### src/rtl/acc_result_axi_writer.sv
`ifndef DMA_DATA_WIDTH
`define DMA_DATA_WIDTH 32
`endif
`ifndef DMA_ADDR_WIDTH
`define DMA_ADDR_WIDTH 32
`endif

package acc_axi_pkg;
    localparam int AXI_DATA_W = `DMA_DATA_WIDTH;
    localparam int AXI_ADDR_W = `DMA_ADDR_WIDTH;
    localparam int AXI_ID_W   = 4;

    typedef struct packed {
        logic [AXI_ID_W-1:0]     awid;
        logic [AXI_ADDR_W-1:0]   awaddr;
        logic [7:0]              awlen;
        logic [2:0]              awsize;
        logic [1:0]              awburst;
        logic                    awvalid;
        logic [AXI_DATA_W-1:0]   wdata;
        logic [AXI_DATA_W/8-1:0] wstrb;
        logic                    wlast;
        logic                    wvalid;
        logic                    bready;
        logic [AXI_ID_W-1:0]     arid;
        logic [AXI_ADDR_W-1:0]   araddr;
        logic [7:0]              arlen;
        logic [2:0]              arsize;
        logic [1:0]              arburst;
        logic                    arvalid;
        logic                    rready;
    } s_axi_mosi_t;

    typedef struct packed {
        logic                  awready;
        logic                  wready;
        logic [AXI_ID_W-1:0]   bid;
        logic [1:0]            bresp;
        logic                  bvalid;
        logic                  arready;
        logic [AXI_ID_W-1:0]   rid;
        logic [AXI_DATA_W-1:0] rdata;
        logic [1:0]            rresp;
        logic                  rlast;
        logic                  rvalid;
    } s_axi_miso_t;
endpackage

// Generic synchronous FIFO with flush; pop data is visible the cycle after push.
// Backpressure: push_rdy_o low when full, pop_vld_o low when empty.
module acc_result_fifo #(
    parameter int W     = 32,
    parameter int DEPTH = 16,
    localparam int PW   = $clog2(DEPTH),
    localparam int CW   = $clog2(DEPTH) + 1
) (
    input  logic          clk,
    input  logic          rst_n,
    input  logic          flush_i,
    input  logic          push_vld_i,
    input  logic [W-1:0]  push_dat_i,
    output logic          push_rdy_o,
    output logic          pop_vld_o,
    output logic [W-1:0]  pop_dat_o,
    input  logic          pop_rdy_i,
    output logic [CW-1:0] count_o
);
    logic [W-1:0]  mem_q [DEPTH];
    logic [PW-1:0] wr_ptr_q, rd_ptr_q;
    logic [CW-1:0] count_q;
    logic          push, pop;

    assign push_rdy_o = (count_q != CW'(DEPTH));
    assign pop_vld_o  = (count_q != '0);
    assign pop_dat_o  = mem_q[rd_ptr_q];
    assign count_o    = count_q;
    assign push       = push_vld_i & push_rdy_o;
    assign pop        = pop_rdy_i & pop_vld_o;

    always_ff @(posedge clk) begin
        if (push) mem_q[wr_ptr_q] <= push_dat_i;
    end

    always_ff @(posedge clk or negedge rst_n) begin
        if (!rst_n) begin
            wr_ptr_q <= '0;
            rd_ptr_q <= '0;
            count_q  <= '0;
        end else if (flush_i) begin
            wr_ptr_q <= '0;
            rd_ptr_q <= '0;
            count_q  <= '0;
        end else begin
            if (push) wr_ptr_q <= wr_ptr_q + 1'b1;
            if (pop)  rd_ptr_q <= rd_ptr_q + 1'b1;
            count_q <= count_q + CW'(push) - CW'(pop);
        end
    end
endmodule

// Buffers accelerator results and writes them to RAM as 4 KB-safe AXI4 INCR bursts.
// One burst outstanding; acc_ready_o drops when the FIFO is full or all words are taken.
module acc_result_axi_writer
    import acc_axi_pkg::*;
#(
    parameter int DATA_W     = `DMA_DATA_WIDTH,
    parameter int ADDR_W     = `DMA_ADDR_WIDTH,
    parameter int FIFO_DEPTH = 16,
    parameter int MAX_BURST  = 16,
    parameter int AXI_ID_VAL = 0
) (
    input  logic              clk,
    input  logic              rst_n,
    input  logic              cfg_start_i,
    input  logic [ADDR_W-1:0] cfg_base_addr_i,
    input  logic [ADDR_W-1:0] cfg_num_bytes_i,
    input  logic              cfg_abort_i,
    input  logic [DATA_W-1:0] acc_data_i,
    input  logic              acc_valid_i,
    output logic              acc_ready_o,
    output s_axi_mosi_t       axi_mosi_o,
    input  s_axi_miso_t       axi_miso_i,
    output logic              busy_o,
    output logic              done_o,
    output logic              error_o,
    output logic [ADDR_W-1:0] error_addr_o
);
    localparam int BPW    = DATA_W / 8;
    localparam int BPW_LG = $clog2(BPW);
    localparam int CW     = $clog2(FIFO_DEPTH) + 1;
    localparam logic [ADDR_W-1:0] ALIGN_MASK = ADDR_W'(BPW - 1);
    localparam logic [2:0]        AW_SIZE    = 3'(BPW_LG);

    typedef enum logic [2:0] {S_IDLE, S_WAIT, S_AW, S_W, S_B} state_t;

    state_t            state_q, state_d;
    logic [ADDR_W-1:0] addr_q, addr_d, acc_left_q, acc_left_d, wr_left_q, wr_left_d;
    logic [ADDR_W-1:0] err_addr_q, err_addr_d;
    logic [8:0]        blen_q, blen_d;
    logic [7:0]        beat_q, beat_d;
    logic              done_q, done_d, error_q, error_d;

    logic              fifo_rdy, fifo_vld, fifo_pop, fifo_flush, acc_push, cfg_ok;
    logic [DATA_W-1:0] fifo_dat;
    logic [CW-1:0]     fifo_count;
    logic [ADDR_W-1:0] page_room, burst_len;
    logic              unused_miso;

    assign unused_miso = ^{axi_miso_i.bid, axi_miso_i.arready, axi_miso_i.rid,
                           axi_miso_i.rdata, axi_miso_i.rresp, axi_miso_i.rlast,
                           axi_miso_i.rvalid};

    assign busy_o       = (state_q != S_IDLE);
    assign done_o       = done_q;
    assign error_o      = error_q;
    assign error_addr_o = err_addr_q;
    assign acc_ready_o  = busy_o & fifo_rdy & (acc_left_q != '0);
    assign acc_push     = acc_valid_i & acc_ready_o;
    assign fifo_pop     = (state_q == S_W) & fifo_vld & axi_miso_i.wready;
    // Any return to IDLE drops leftover words so the next transfer starts clean.
    assign fifo_flush   = (state_d == S_IDLE) & (state_q != S_IDLE);

    assign cfg_ok = (cfg_num_bytes_i != '0) && ((cfg_num_bytes_i & ALIGN_MASK) == '0)
                 && ((cfg_base_addr_i & ALIGN_MASK) == '0);

    acc_result_fifo #(.W(DATA_W), .DEPTH(FIFO_DEPTH)) u_fifo (
        .clk        (clk),
        .rst_n      (rst_n),
        .flush_i    (fifo_flush),
        .push_vld_i (acc_push),
        .push_dat_i (acc_data_i),
        .push_rdy_o (fifo_rdy),
        .pop_vld_o  (fifo_vld),
        .pop_dat_o  (fifo_dat),
        .pop_rdy_i  (fifo_pop),
        .count_o    (fifo_count)
    );

    assign page_room = ADDR_W'((13'd4096 - {1'b0, addr_q[11:0]}) >> BPW_LG);

    always_comb begin
        burst_len = wr_left_q;
        if (burst_len > ADDR_W'(MAX_BURST)) burst_len = ADDR_W'(MAX_BURST);
        if (burst_len > page_room)          burst_len = page_room;
    end

    always_comb begin
        state_d    = state_q;
        addr_d     = addr_q;
        acc_left_d = acc_left_q;
        wr_left_d  = wr_left_q;
        err_addr_d = err_addr_q;
        blen_d     = blen_q;
        beat_d     = beat_q;
        done_d     = done_q;
        error_d    = error_q;
        if (acc_push) acc_left_d = acc_left_q - 1'b1;
        case (state_q)
            S_IDLE: begin
                if (cfg_start_i) begin
                    if (cfg_ok) begin
                        state_d    = S_WAIT;
                        addr_d     = cfg_base_addr_i;
                        acc_left_d = cfg_num_bytes_i >> BPW_LG;
                        wr_left_d  = cfg_num_bytes_i >> BPW_LG;
                        done_d     = 1'b0;
                        error_d    = 1'b0;
                    end else begin
                        error_d    = 1'b1;
                        done_d     = 1'b1;
                        err_addr_d = cfg_base_addr_i;
                    end
                end
            end
            S_WAIT: begin
                if (cfg_abort_i) begin
                    state_d = S_IDLE;
                    done_d  = 1'b1;
                end else if (ADDR_W'(fifo_count) >= burst_len) begin
                    blen_d  = burst_len[8:0];
                    beat_d  = 8'(burst_len - 1'b1);
                    state_d = S_AW;
                end
            end
            S_AW: if (axi_miso_i.awready) state_d = S_W;
            S_W: begin
                if (fifo_pop) begin
                    beat_d = beat_q - 1'b1;
                    if (beat_q == '0) state_d = S_B;
                end
            end
            S_B: begin
                if (axi_miso_i.bvalid) begin
                    if (axi_miso_i.bresp != 2'b00) begin
                        error_d    = 1'b1;
                        err_addr_d = addr_q;
                        done_d     = 1'b1;
                        state_d    = S_IDLE;
                    end else begin
                        addr_d    = addr_q + (ADDR_W'(blen_q) << BPW_LG);
                        wr_left_d = wr_left_q - ADDR_W'(blen_q);
                        if ((wr_left_q == ADDR_W'(blen_q)) || cfg_abort_i) begin
                            done_d  = 1'b1;
                            state_d = S_IDLE;
                        end else begin
                            state_d = S_WAIT;
                        end
                    end
                end
            end
            default: state_d = S_IDLE;
        endcase
        if (fifo_flush) acc_left_d = '0;
    end

    always_ff @(posedge clk or negedge rst_n) begin
        if (!rst_n) begin
            state_q    <= S_IDLE;
            addr_q     <= '0;
            acc_left_q <= '0;
            wr_left_q  <= '0;
            err_addr_q <= '0;
            blen_q     <= '0;
            beat_q     <= '0;
            done_q     <= 1'b0;
            error_q    <= 1'b0;
        end else begin
            state_q    <= state_d;
            addr_q     <= addr_d;
            acc_left_q <= acc_left_d;
            wr_left_q  <= wr_left_d;
            err_addr_q <= err_addr_d;
            blen_q     <= blen_d;
            beat_q     <= beat_d;
            done_q     <= done_d;
            error_q    <= error_d;
        end
    end

    // Request fields are gated by state so the bus idles at all-zero.
    always_comb begin
        axi_mosi_o      = '0;
        axi_mosi_o.awid = AXI_ID_W'(AXI_ID_VAL);
        if (state_q == S_AW) begin
            axi_mosi_o.awaddr  = addr_q;
            axi_mosi_o.awlen   = 8'(blen_q - 9'd1);
            axi_mosi_o.awsize  = AW_SIZE;
            axi_mosi_o.awburst = 2'b01;
            axi_mosi_o.awvalid = 1'b1;
        end
        if (state_q == S_W) begin
            axi_mosi_o.wdata  = fifo_dat;
            axi_mosi_o.wstrb  = '1;
            axi_mosi_o.wlast  = (beat_q == '0);
            axi_mosi_o.wvalid = fifo_vld;
        end
        axi_mosi_o.bready = (state_q == S_B);
    end
endmodule

### config.mk
export PLATFORM = sky130hd
export DESIGN_NAME = acc_result_axi_writer
export DESIGN_NICKNAME = d
export VERILOG_FILES = /design/src/rtl/acc_result_axi_writer.sv
export SDC_FILE = /design/constraint.sdc
export NUM_CORES = 1
export LEC_CHECK = 0
export ABC_AREA = 1
export BUFFER_PORTS_ARGS = -buffer_cell sky130_fd_sc_hd__buf_2
export CAP_MARGIN = 30
export CORE_MARGIN = 2
export CORE_UTILIZATION = 40
export DETAILED_ROUTE_END_ITERATION = 10
export SLEW_MARGIN = 20
export SYNTH_ARGS = -nofsm -noshare
export SYNTH_HDL_FRONTEND = slang
export SYNTH_SLANG_ARGS = --single-unit
### constraint.sdc
create_clock -name clk -period 6.2 [get_ports clk]
set_clock_uncertainty 0.1 [all_clocks]
set_input_delay 0.31 -clock clk [delete_from_list [all_inputs] [get_ports clk]]
set_output_delay 0.31 -clock clk [all_outputs]
set_load 0.01 [all_outputs]
== Word level (Yosys, flattened, before mapping) ==
Memories as Yosys holds them, arrays and structs flattened.
Index checks and enable logic that the tools add are counted.

* Reductions and logical operators: 24
* Add/sub/neg operators: 11
* Multiplexer cells: 56
* Equality and inequality tests: 17
* Bitwise operators: 9
* Order comparisons: 3

{| class="wikitable"
|+ Operator list
! cell !! number
|-
| 32-bit 2-to-1 mux || 19
|-
| 32-bit one-hot mux with 2 select lines || 3
|-
| 32-bit logical NOT || 2
|-
| 32-bit nonzero test || 2
|-
| 46-bit 2-to-1 mux || 1
|-
| 38-bit 2-to-1 mux || 1
|-
| 32-bit by 11-bit adder with 32-bit output || 1
|-
| 32-bit by 9-bit equality test with 1-bit output || 1
|-
| 5-bit by 32-bit >= comparator with 1-bit output || 1
|-
| 32-bit by 30-bit > comparator with 1-bit output || 1
|-
| 32-bit by 5-bit > comparator with 1-bit output (second input constant) || 1
|-
| 32-bit by 1-bit subtractor with 32-bit output (second input constant) || 1
|-
| 32-bit by 9-bit subtractor with 32-bit output || 1
|-
| 3-bit 2-to-1 mux || 8
|-
| 8-bit 2-to-1 mux || 3
|-
| 8-bit by 1-bit subtractor with 8-bit output (second input constant) || 3
|-
| 4-bit 2-to-1 mux || 4
|-
| 8-bit one-hot mux with 2 select lines || 1
|-
| 3-bit one-hot mux with 5 select lines || 1
|-
| 5-bit AND reduction || 3
|-
| 2-bit != test (second input constant) || 7
|-
| 13-bit by 12-bit subtractor with 14-bit output (first input constant) || 1
|-
| 1-bit 2-to-1 mux || 12
|-
| 2-bit nonzero test || 5
|-
| 22 further kinds || 37
|}

* Register bits after elaboration: 163
* Word-level logic and storage cells: 133
* Memories kept: 1
* Output and inout bits: 176
* Bits of input ports: 151
* Memory bits (writable): 512

{| class="wikitable"
|+ Memories
! name !! words !! bits a word !! read ports !! clocked after memory_dff !! wr ports !! RTL line !! text
|-
| u_fifo.mem_q || 16 || 32 || 1 || 0 || 1 || 68 || <nowiki>logic [W-1:0] mem_q [DEPTH];</nowiki>
|}

== Depth between registers and ports, before layout ==
Gate-level depths: netlist of the first run.

* Depth after elaboration: 11
* Mapped depth: 35
* Mapped depth without buffers: 35

== Modules after synthesis ==
A second synthesis of the first run with hierarchy kept.

* Cell total of the unflattened synthesis: 3879
* Area total of the unflattened synthesis: 34020.1 um^2

{| class="wikitable"
|+ By module, submodules not included
! module !! times used !! cells an instance !! seq. area each (um^2) !! area an instance (um^2)
|-
| acc_result_fifo || 1 || 2118 || 15700.1 || 22326.4
|-
| acc_result_axi_writer || 1 || 1761 || 3753.6 || 11693.7
|}

== Least setup slack after synthesis of the first run ==
No wires, ideal clock.

* Path type: reg2reg
* Start: reg addr_q[0]
* End: reg acc_left_q[18]
* Required time: 5.979 ns
* Setup time: 0.121 ns
* Period minus slack after synthesis: 4.274 ns
* Slack: 1.926 ns
* Path buffers: 1
* Stages on the path, launching flop included: 35
* Arrival: 4.053 ns
* Cell sequence: dfrtp_1 -> nor3_2 -> nand3_2 -> nor2_4 -> nand2_2 -> nor2_2 -> nand2_2 -> nor2_4 -> inv_2 -> nor2_4 -> inv_1 -> nand2_1 -> nand2_1 -> ha_1 -> nand3_1 -> inv_1 -> nand2_2 -> nand2_4 -> nand2_4 -> nand2_1 -> nand2_1 -> inv_1 -> ha_1 -> a21boi_0 -> o211ai_1 -> nand2_1 -> o21ai_0 -> inv_1 -> o21ai_1 -> nor2_1 -> nand3_2 -> nand2_2 -> nor3_4 -> buf_6 -> nor2_1

* Longest elaborated chain between the ends: 10

{| class="wikitable"
|+ Ends and longest elaborated chain
! item !! RTL line !! text
|-
| from (decl) || 137 || <nowiki>logic [ADDR_W-1:0] addr_q, addr_d, acc_left_q, acc_left_d, wr_left_q, wr_left_d;</nowiki>
|-
| from (signal assigned) || 269 || <nowiki>addr_q <= addr_d;</nowiki>
|-
| 13-bit by 12-bit subtractor with 14-bit output (*) || 179 || <nowiki>assign page_room = ADDR_W'((13'd4096 - {1'b0, addr_q[11:0]}) >> BPW_LG);</nowiki>
|-
| 32-bit by 30-bit > comparator with 1-bit output || 184 || <nowiki>if (burst_len > page_room) burst_len = page_room;</nowiki>
|-
| 32-bit 2-to-1 mux (*) || 184 ||
|-
| 5-bit by 32-bit >= comparator with 1-bit output (*) || 219 || <nowiki>end else if (ADDR_W'(fifo_count) >= burst_len) begin</nowiki>
|-
| 3-bit 2-to-1 mux (*) || 219 ||
|-
| 3-bit 2-to-1 mux (*) || 216 || <nowiki>if (cfg_abort_i) begin</nowiki>
|-
| 3-bit one-hot mux with 5 select lines (*) || 198 || <nowiki>case (state_q)</nowiki>
|-
| net state_d[1] || 136 || <nowiki>state_t state_q, state_d;</nowiki>
|-
| 3-bit logical NOT (*) || 161 || <nowiki>assign fifo_flush = (state_d == S_IDLE) & (state_q != S_IDLE);</nowiki>
|-
| 1-bit bitwise AND (*) || 161 ||
|-
| 32-bit 2-to-1 mux (*) || 253 || <nowiki>if (fifo_flush) acc_left_d = '0;</nowiki>
|-
| net acc_left_d[18] || 137 ||
|-
| to (signal assigned) || 270 || <nowiki>acc_left_q <= acc_left_d;</nowiki>
|-
| to (decl) || 137 ||
|}

The timed path passes the listed nets; every way through them passes the cells marked *.
A chain may end at the register's enable or synchronous reset.

== Worst setup path after layout of the first run ==
* Start: reg addr_q[0]
* End: reg acc_left_q[29]

The elaborated chain is that of the path after synthesis.

==> flow_metrics.env, run 1 <==
export IMPL_ys_warnings_count=0
export IMPL_syn_area_per_cell_um2=10.2
export IMPL_start_util_pct=40.2
export IMPL_max_clock_freq_mhz=190
export IMPL_rsz0062_at_grt="no"
export IMPL_setup_ws_ns=0.934
export IMPL_p_comb_share_pct=32.0
export IMPL_irDropWorstVdd_uv=466
export IMPL_fill_cells=7270
export IMPL_crit_required_ns=6.61
export IMPL_r2r_setup_slack_ns=0.93
export IMPL_gp_congestion=0.891
export IMPL_reg2regPathDepth=30
export IMPL_crit_path_max_incr_delay_ns=0.55
export IMPL_p_per_area_nw_per_um2=410
export IMPL_clockBufferDepth=3
export IMPL_seqPwrFrac_pct=39.3
export IMPL_syn_cell_area_um2=31600
export IMPL_area_growth_synth_to_final_pct=17.7
export IMPL_final_common_cell="edfxtp_1"
export IMPL_seq_area_frac_synth_pct=61.6
export IMPL_routedWlPerCell_um=19.8
export IMPL_insertion_delay_ns=0.65
export IMPL_nNetsFinal=3563
export IMPL_route_detailed_drc=0
export IMPL_path_clk_slew_ns=0.06
export IMPL_grt_antenna_before_repair=4
export IMPL_drive_gt1_share_pct=13.8
export IMPL_ctsResizeCount=0
export IMPL_num_rows=103
export IMPL_ys_flop_type="edfxtp_1"
export IMPL_critPathCapture="acc_left_q[29]"
export IMPL_tightest_slew_ns=1.28
export IMPL_mostFrequentLayoutCells="edfxtp_1, nor2_1, o21ai_0, nand2_1, buf_2"
export IMPL_overflow=0
export IMPL_die_area_um2=81200
export IMPL_p_switching_w=0.00566
export IMPL_grt_max_degree=260
export IMPL_period_needed_ns=5.27
export IMPL_synth_edf_count=512
export IMPL_die_w_um=285
export IMPL_crit_type="reg -> reg"
export IMPL_reg2reg_to="acc_left_q[29]"
export IMPL_max_slew_margin_rel_pct=14.6
export IMPL_fin_setup_tns_ns=0
export IMPL_portBuffers=223
export IMPL_cts_sinks=675
export IMPL_synthArstFlopShare_pct=24.1
export IMPL_synth_top_area_share_pct=48.7
export IMPL_endpoint_kind="flop"
export IMPL_swShare_pct=37.1
export IMPL_synth_cell_types=55
export IMPL_clockRootBuffer="clkbuf_16"
export IMPL_die_height_um=285
export IMPL_drv_slew=0
export IMPL_drv_cap=0
export IMPL_critPathMaxFanout=22
export IMPL_grt_pass1_wl_mm=135
export IMPL_io_pins=327
export IMPL_cts_tree="done"
export IMPL_p_clk_share_pct=28.7
export IMPL_drt_initial_drc_count=1923
export IMPL_synth_area_leader_cell="edfxtp_1"
export IMPL_cpMaxStageDelayCell="nor3_4"
export IMPL_finalCritPeriodShare_pct=84.9
export IMPL_p_leak_nw=14.3
export IMPL_synthTopCellsByArea="edfxtp_1, dfrtp_1, o21ai_0"
export IMPL_reg2reg_from="addr_q[0]"
export IMPL_multi_input_area_um2=10600
export IMPL_ant_nets=0
export IMPL_place_ws_ns=0.933
export IMPL_ctsHtreeMaxLevel=3
export IMPL_grt_pass1_vias=22900
export IMPL_grt_usage_pct=21.5
export IMPL_dr_total_vias=23700
export IMPL_setup_viol=0
export IMPL_dpl_hpwl_mm=52.9
export IMPL_coreArea_um2=78600
export IMPL_cts_buffers_inserted=74
export IMPL_vias_per_cell=5.30
export IMPL_crit_path_start_kind="flop"
export IMPL_finalHoldViolCount=0
export IMPL_hold_path_class="in -> reg"
export IMPL_syn_inst=3087
export IMPL_crit_start="addr_q[0]"
export IMPL_routed_wl_mm=88.4
export IMPL_drtPass1Iterations=5
export IMPL_outcome="completed"
export IMPL_regArea_um2=19500
export IMPL_p_int_w=0.00957
export IMPL_arrival_ns=5.68
export IMPL_synth_seq_cells=675
==> metal layers <==
layer	track usage, %	part of all wire (%)	routed length [µm]	up-vias
li1	-	-	-	11300
met3	3.06	5.4	4810	159
met1	29.2	44	38800	11500
met5	0	0.031	27	-
met4	7.83	3.1	2710	4
met2	35.1	48	42100	723
==> cell usage after synthesis, types with 3 or more instances <==
| cell | count |
|---|---|
| a21oi_1 | 104 |
| a31oi_1 | 35 |
| buf_1 | 17 |
| buf_4 | 63 |
| buf_6 | 4 |
| clkbuf_1 | 142 |
| clkinv_1 | 3 |
| dfrtp_1 | 163 |
| edfxtp_1 | 512 |
| fa_1 | 3 |
| ha_1 | 48 |
| inv_1 | 210 |
| inv_2 | 3 |
| nand2_1 | 376 |
| nand2_2 | 6 |
| nand3_1 | 95 |
| nand3_2 | 3 |
| nand4_1 | 12 |
| nor2_1 | 505 |
| nor2_2 | 36 |
| nor2_4 | 3 |
| nor3_1 | 30 |
| nor4_1 | 21 |
| o211ai_1 | 56 |
| o21ai_0 | 406 |
| o221ai_1 | 95 |
| o22ai_1 | 45 |
| or2_2 | 8 |
| xnor2_1 | 11 |
| xor2_1 | 37 |
==> power groups by stage <==
stage                     Sequential [W]  Combinational (W)  Clock [W]
after floorplan                  0.00590            0.00350          0
after global placement           0.00605            0.00475          0
after detailed placement         0.00606            0.00480          0
after CTS                        0.00597            0.00488    0.00445
after global routing             0.00605            0.00552    0.00462
final                            0.00598            0.00488    0.00437
==> worst min-delay path by stage <==
stage                     slack, ns  cells past startpoint               end                start
final                          0.04                      5      wr_left_q[5]   cfg_num_bytes_i[7]
after global routing           0.03                      4            done_o       axi_miso_i[43]
after CTS                     0.009                      5     wr_left_q[19]  cfg_num_bytes_i[21]
after global placement         0.36                      1  error_addr_o[22]                rst_n
after detailed placement       0.36                      1  error_addr_o[22]                rst_n
after floorplan               -0.09                      0     acc_left_q[0]                rst_n
==> state kept, by name, summed over array words and instances (netlist names) <==
name             count
u_fifo.rd_ptr_q      4
beat_q               8
acc_left_q          32
u_fifo.count_o       5
wr_left_q           32
done_o               1
state_q              3
u_fifo.wr_ptr_q      4
u_fifo.mem_q       512
error_o              1
error_addr_o        32
blen_q               9
addr_q              32
==> per-stage QoR <==
stage / instance area (µm²) / instances / power, W / hold WS (ns) / util [%]
5_1_grt: 37200 / 4471 / 0.0162 / 0.0312 / 47.3
3_5_place_dp: 33800 / 4241 / 0.0109 / 0.362 / 43.0
4_1_cts: 37100 / 4468 / 0.0153 / 0.00884 / 47.2
3_3_place_gp: 33600 / 4233 / 0.0108 / 0.357 / 42.7
2_1_floorplan: 31800 / 3150 / 0.00940 / -0.0856 / -
6_report: 37200 / 4471 / 0.0152 / 0.0422 / 47.3
==> area by class of cell <==
| class | instances | area share (%) |
|---|---|---|
| clock inverters | 44 | 1.28 |
| flip-flops and latches | 675 | 52.4 |
| diodes | 1 | 0.00673 |
| repair buffers | 361 | 6.94 |
| inverters | 216 | 2.20 |
| clock buffers | 91 | 5.26 |
| well taps | 1050 | 3.53 |
| multi-input cells | 2033 | 28.4 |
==> timing repair <==
action                    CTS  global route
setup buffers               0             0
hold buffers               92             1
hold endpoints to repair  698            15
==> critical path: cells and delay by family (launching register included) <==
kind	cells	cell delay (ns)
adders and majority gates	2	0.56
DFF	1	0.41
and+or+nand+nor	17	2.66
AOI/OAI and AO/OA	7	0.92
buffers and inverters	4	0.46
==> logic make-up after synthesis <==
family	share of synthesized area, %
multiplexers	0.0317
AND/OR/NAND/NOR	14.6
adder cells (fa/ha/maj)	2.09
other	0.0119
buffers and inverters	6.10
AO/OA/AOI/OAI	14.3
XOR/XNOR	1.33
flip-flops	61.6
No activity file was read; power rests on OpenSTA's default activity.
==> run 2: changes to the inputs <==
==> constraint.sdc (replaced) <==
create_clock -name clk -period 4.6 [get_ports clk]
set_clock_uncertainty 0.1 [all_clocks]
set_input_delay 0.23 -clock clk [delete_from_list [all_inputs] [get_ports clk]]
set_output_delay 0.23 -clock clk [all_outputs]
set_load 0.01 [all_outputs]
==> run 2 against run 1 <==
Effect of this change: sequential power is 34% higher; maximum frequency is 16% higher; sequential share of layout area is 1.1 points lower; clock power is 43% higher; cell area is 2.2% higher; die area stayed put; critical endpoint is now acc_left_q[6]; flip-flop and latch count stayed put; critical path depth is 5 higher; power is 40% higher; largest power group unchanged; via count is 1.7% higher; worst hold slack better by 0.024 ns; cell count is 1.4% higher.
==> flow_metrics.env, run 2 (synthesis results as in run 1) <==
export IMPL_hold_path_class="in -> reg"
export IMPL_clockBufferDepth=3
export IMPL_grt_pass1_wl_mm=135
export IMPL_period_needed_ns=4.52
export IMPL_die_w_um=285
export IMPL_final_common_cell="edfxtp_1"
export IMPL_crit_path_start_kind="flop"
export IMPL_drtPass1Iterations=6
export IMPL_cts_sinks=675
export IMPL_area_growth_synth_to_final_pct=20.4
export IMPL_die_height_um=285
export IMPL_design_area_um2=38000
export IMPL_clockRootBuffer="clkbuf_16"
export IMPL_finalCritPeriodShare_pct=98.4
export IMPL_mostFrequentLayoutCells="edfxtp_1, nor2_1, o21ai_0, nand2_1, buf_2"
export IMPL_gp_congestion=0.905
export IMPL_grt_antenna_before_repair=6
export IMPL_outcome="completed"
export IMPL_critPathCapture="acc_left_q[6]"
export IMPL_arrival_ns=4.94
export IMPL_drv_slew=0
export IMPL_setup_viol=0
export IMPL_endpoint_kind="flop"
export IMPL_cts_tree="done"
export IMPL_post_place_cells=4273
export IMPL_route_detailed_drc=0
export IMPL_overflow=0
export IMPL_ant_nets=0
export IMPL_finalHoldViolCount=0
export IMPL_reg2regPathDepth=35
export IMPL_p_leak_nw=14.7
export IMPL_reg2reg_to="acc_left_q[6]"
export IMPL_drive_gt1_share_pct=15.9
export IMPL_io_pins=327
export IMPL_utilization_pct=48.4
export IMPL_dr_total_vias=24100
export IMPL_critPathMaxFanout=6
export IMPL_die_area_um2=81200
export IMPL_rsz0062_at_grt="yes"
export IMPL_vias_per_cell=5.32
export IMPL_path_clk_slew_ns=0.06
export IMPL_cpMaxStageDelayCell="dfrtp_1"
export IMPL_dpl_hpwl_mm=52.8
export IMPL_p_per_area_nw_per_um2=562
export IMPL_tightest_slew_ns=0.955
export IMPL_start_util_pct=40.2
export IMPL_insertion_delay_ns=0.63
export IMPL_drt_initial_drc_count=1870
export IMPL_coreArea_um2=78600
export IMPL_crit_start="addr_q[2]"
export IMPL_portBuffers=223
export IMPL_routed_wl_mm=91.0
export IMPL_nNetsFinal=3624
export IMPL_drv_cap=0
export IMPL_reg2reg_from="addr_q[2]"
export IMPL_routedWlPerCell_um=20.1
export IMPL_irDropWorstVdd_uv=312
export IMPL_largest_register_ffs=512
export IMPL_placed_cell_area_um2=34000
export IMPL_ctsHtreeMaxLevel=3
export IMPL_num_rows=103
export IMPL_cts_buffers_inserted=77
export IMPL_grt_pass1_vias=22700
export IMPL_crit_type="reg -> reg"
export IMPL_max_clock_freq_mhz=221
export IMPL_grt_max_degree=103
export IMPL_crit_path_max_incr_delay_ns=0.40
export IMPL_r2r_setup_slack_ns=0.08
export IMPL_max_slew_margin_rel_pct=35.9
export IMPL_fin_cells=4534
export IMPL_crit_required_ns=5.01
export IMPL_grt_usage_pct=21.5
export IMPL_largest_register="u_fifo.mem_q"
==> run 2: cell count changes in the layout (fill, tap and decap cells not counted), sizes merged <==
cell / delta
clkbuf: +12
diode: +1
inv: +3
bufinv: +3
dlygate4sd3: +9
buf: +46
clkinv: -11
==> run 2: layer usage <==
metal	part of all wire, %	GRT usage, %	wire, µm	vias up
met3	5.8	3.07	5240	191
met5	0.016	0	15	-
met4	3.4	7.85	3080	2
met1	43	28.6	38700	11700
met2	48	36.0	43900	776
li1	-	-	-	11400
==> run 2: repair_timing <==
| item | CTS | global route |
|---|---|---|
| hold buffers | 102 | 0 |
| setup endpoints to repair | 0 | 58 |
| buffers inserted | 0 | 11 |
| gates resized for setup | 0 | 52 |
| endpoints found under the hold margin | 700 | 0 |
==> run 2: how the worst min path moves through the flow <==
| stage | cells after the start | start | end | slack (ns) |
|---|---|---|---|---|
| global placement | 1 | rst_n | error_addr_o[26] | 0.20 |
| finish | 4 | cfg_start_i | acc_left_q[30] | 0.07 |
| global route | 4 | cfg_start_i | acc_left_q[30] | 0.06 |
| floorplan | 0 | rst_n | acc_left_q[0] | -0.17 |
| detailed placement | 1 | rst_n | error_addr_o[26] | 0.20 |
| CTS | 4 | cfg_start_i | acc_left_q[30] | 0.03 |
==> run 2: critical path, delay by kind of cell, from the launching register on <==
family          cells  cell delay, ns
simple gates       22            2.43
buf+inv             7            0.74
flops               1            0.40
fa+ha+maj           2            0.37
compound gates      4            0.35
==> run 2: stage by stage <==
| stage | hold slack [ns] | setup TNS (ns) | power (W) | setup slack (ns) |
|---|---|---|---|---|
| floorplan | -0.166 | 0 | 0.0127 | 0.326 |
| global placement | 0.198 | 0 | 0.0147 | 0.123 |
| detailed placement | 0.196 | 0 | 0.0147 | 0.0573 |
| CTS | 0.0259 | 0 | 0.0211 | 0.000464 |
| global route | 0.0585 | -10.71 | 0.0227 | -0.245 |
| finish | 0.0666 | 0 | 0.0214 | 0.0759 |
==> run 2: final cells by class <==
type                            instances  area [µm²]
Inverter                              216         818
Fill cell                            7225       40600
Clock inverter                         39         541
Clock buffer                          100        2060
Tap cell                             1050        1310
Antenna cell                            2        5.00
Multi-Input combinational cell       2033       10700
Sequential cell                       675       19500
Timing Repair Buffer                  419        3060
==> run 2: report_power, final <==
part	total [W]	switching (W)	leakage, nW	internal, W
Sequential	0.00802	0.000696	6.61	0.00732
Combinational	0.00709	0.00458	6.84	0.00251
Clock	0.00625	0.00258	1.26	0.00367
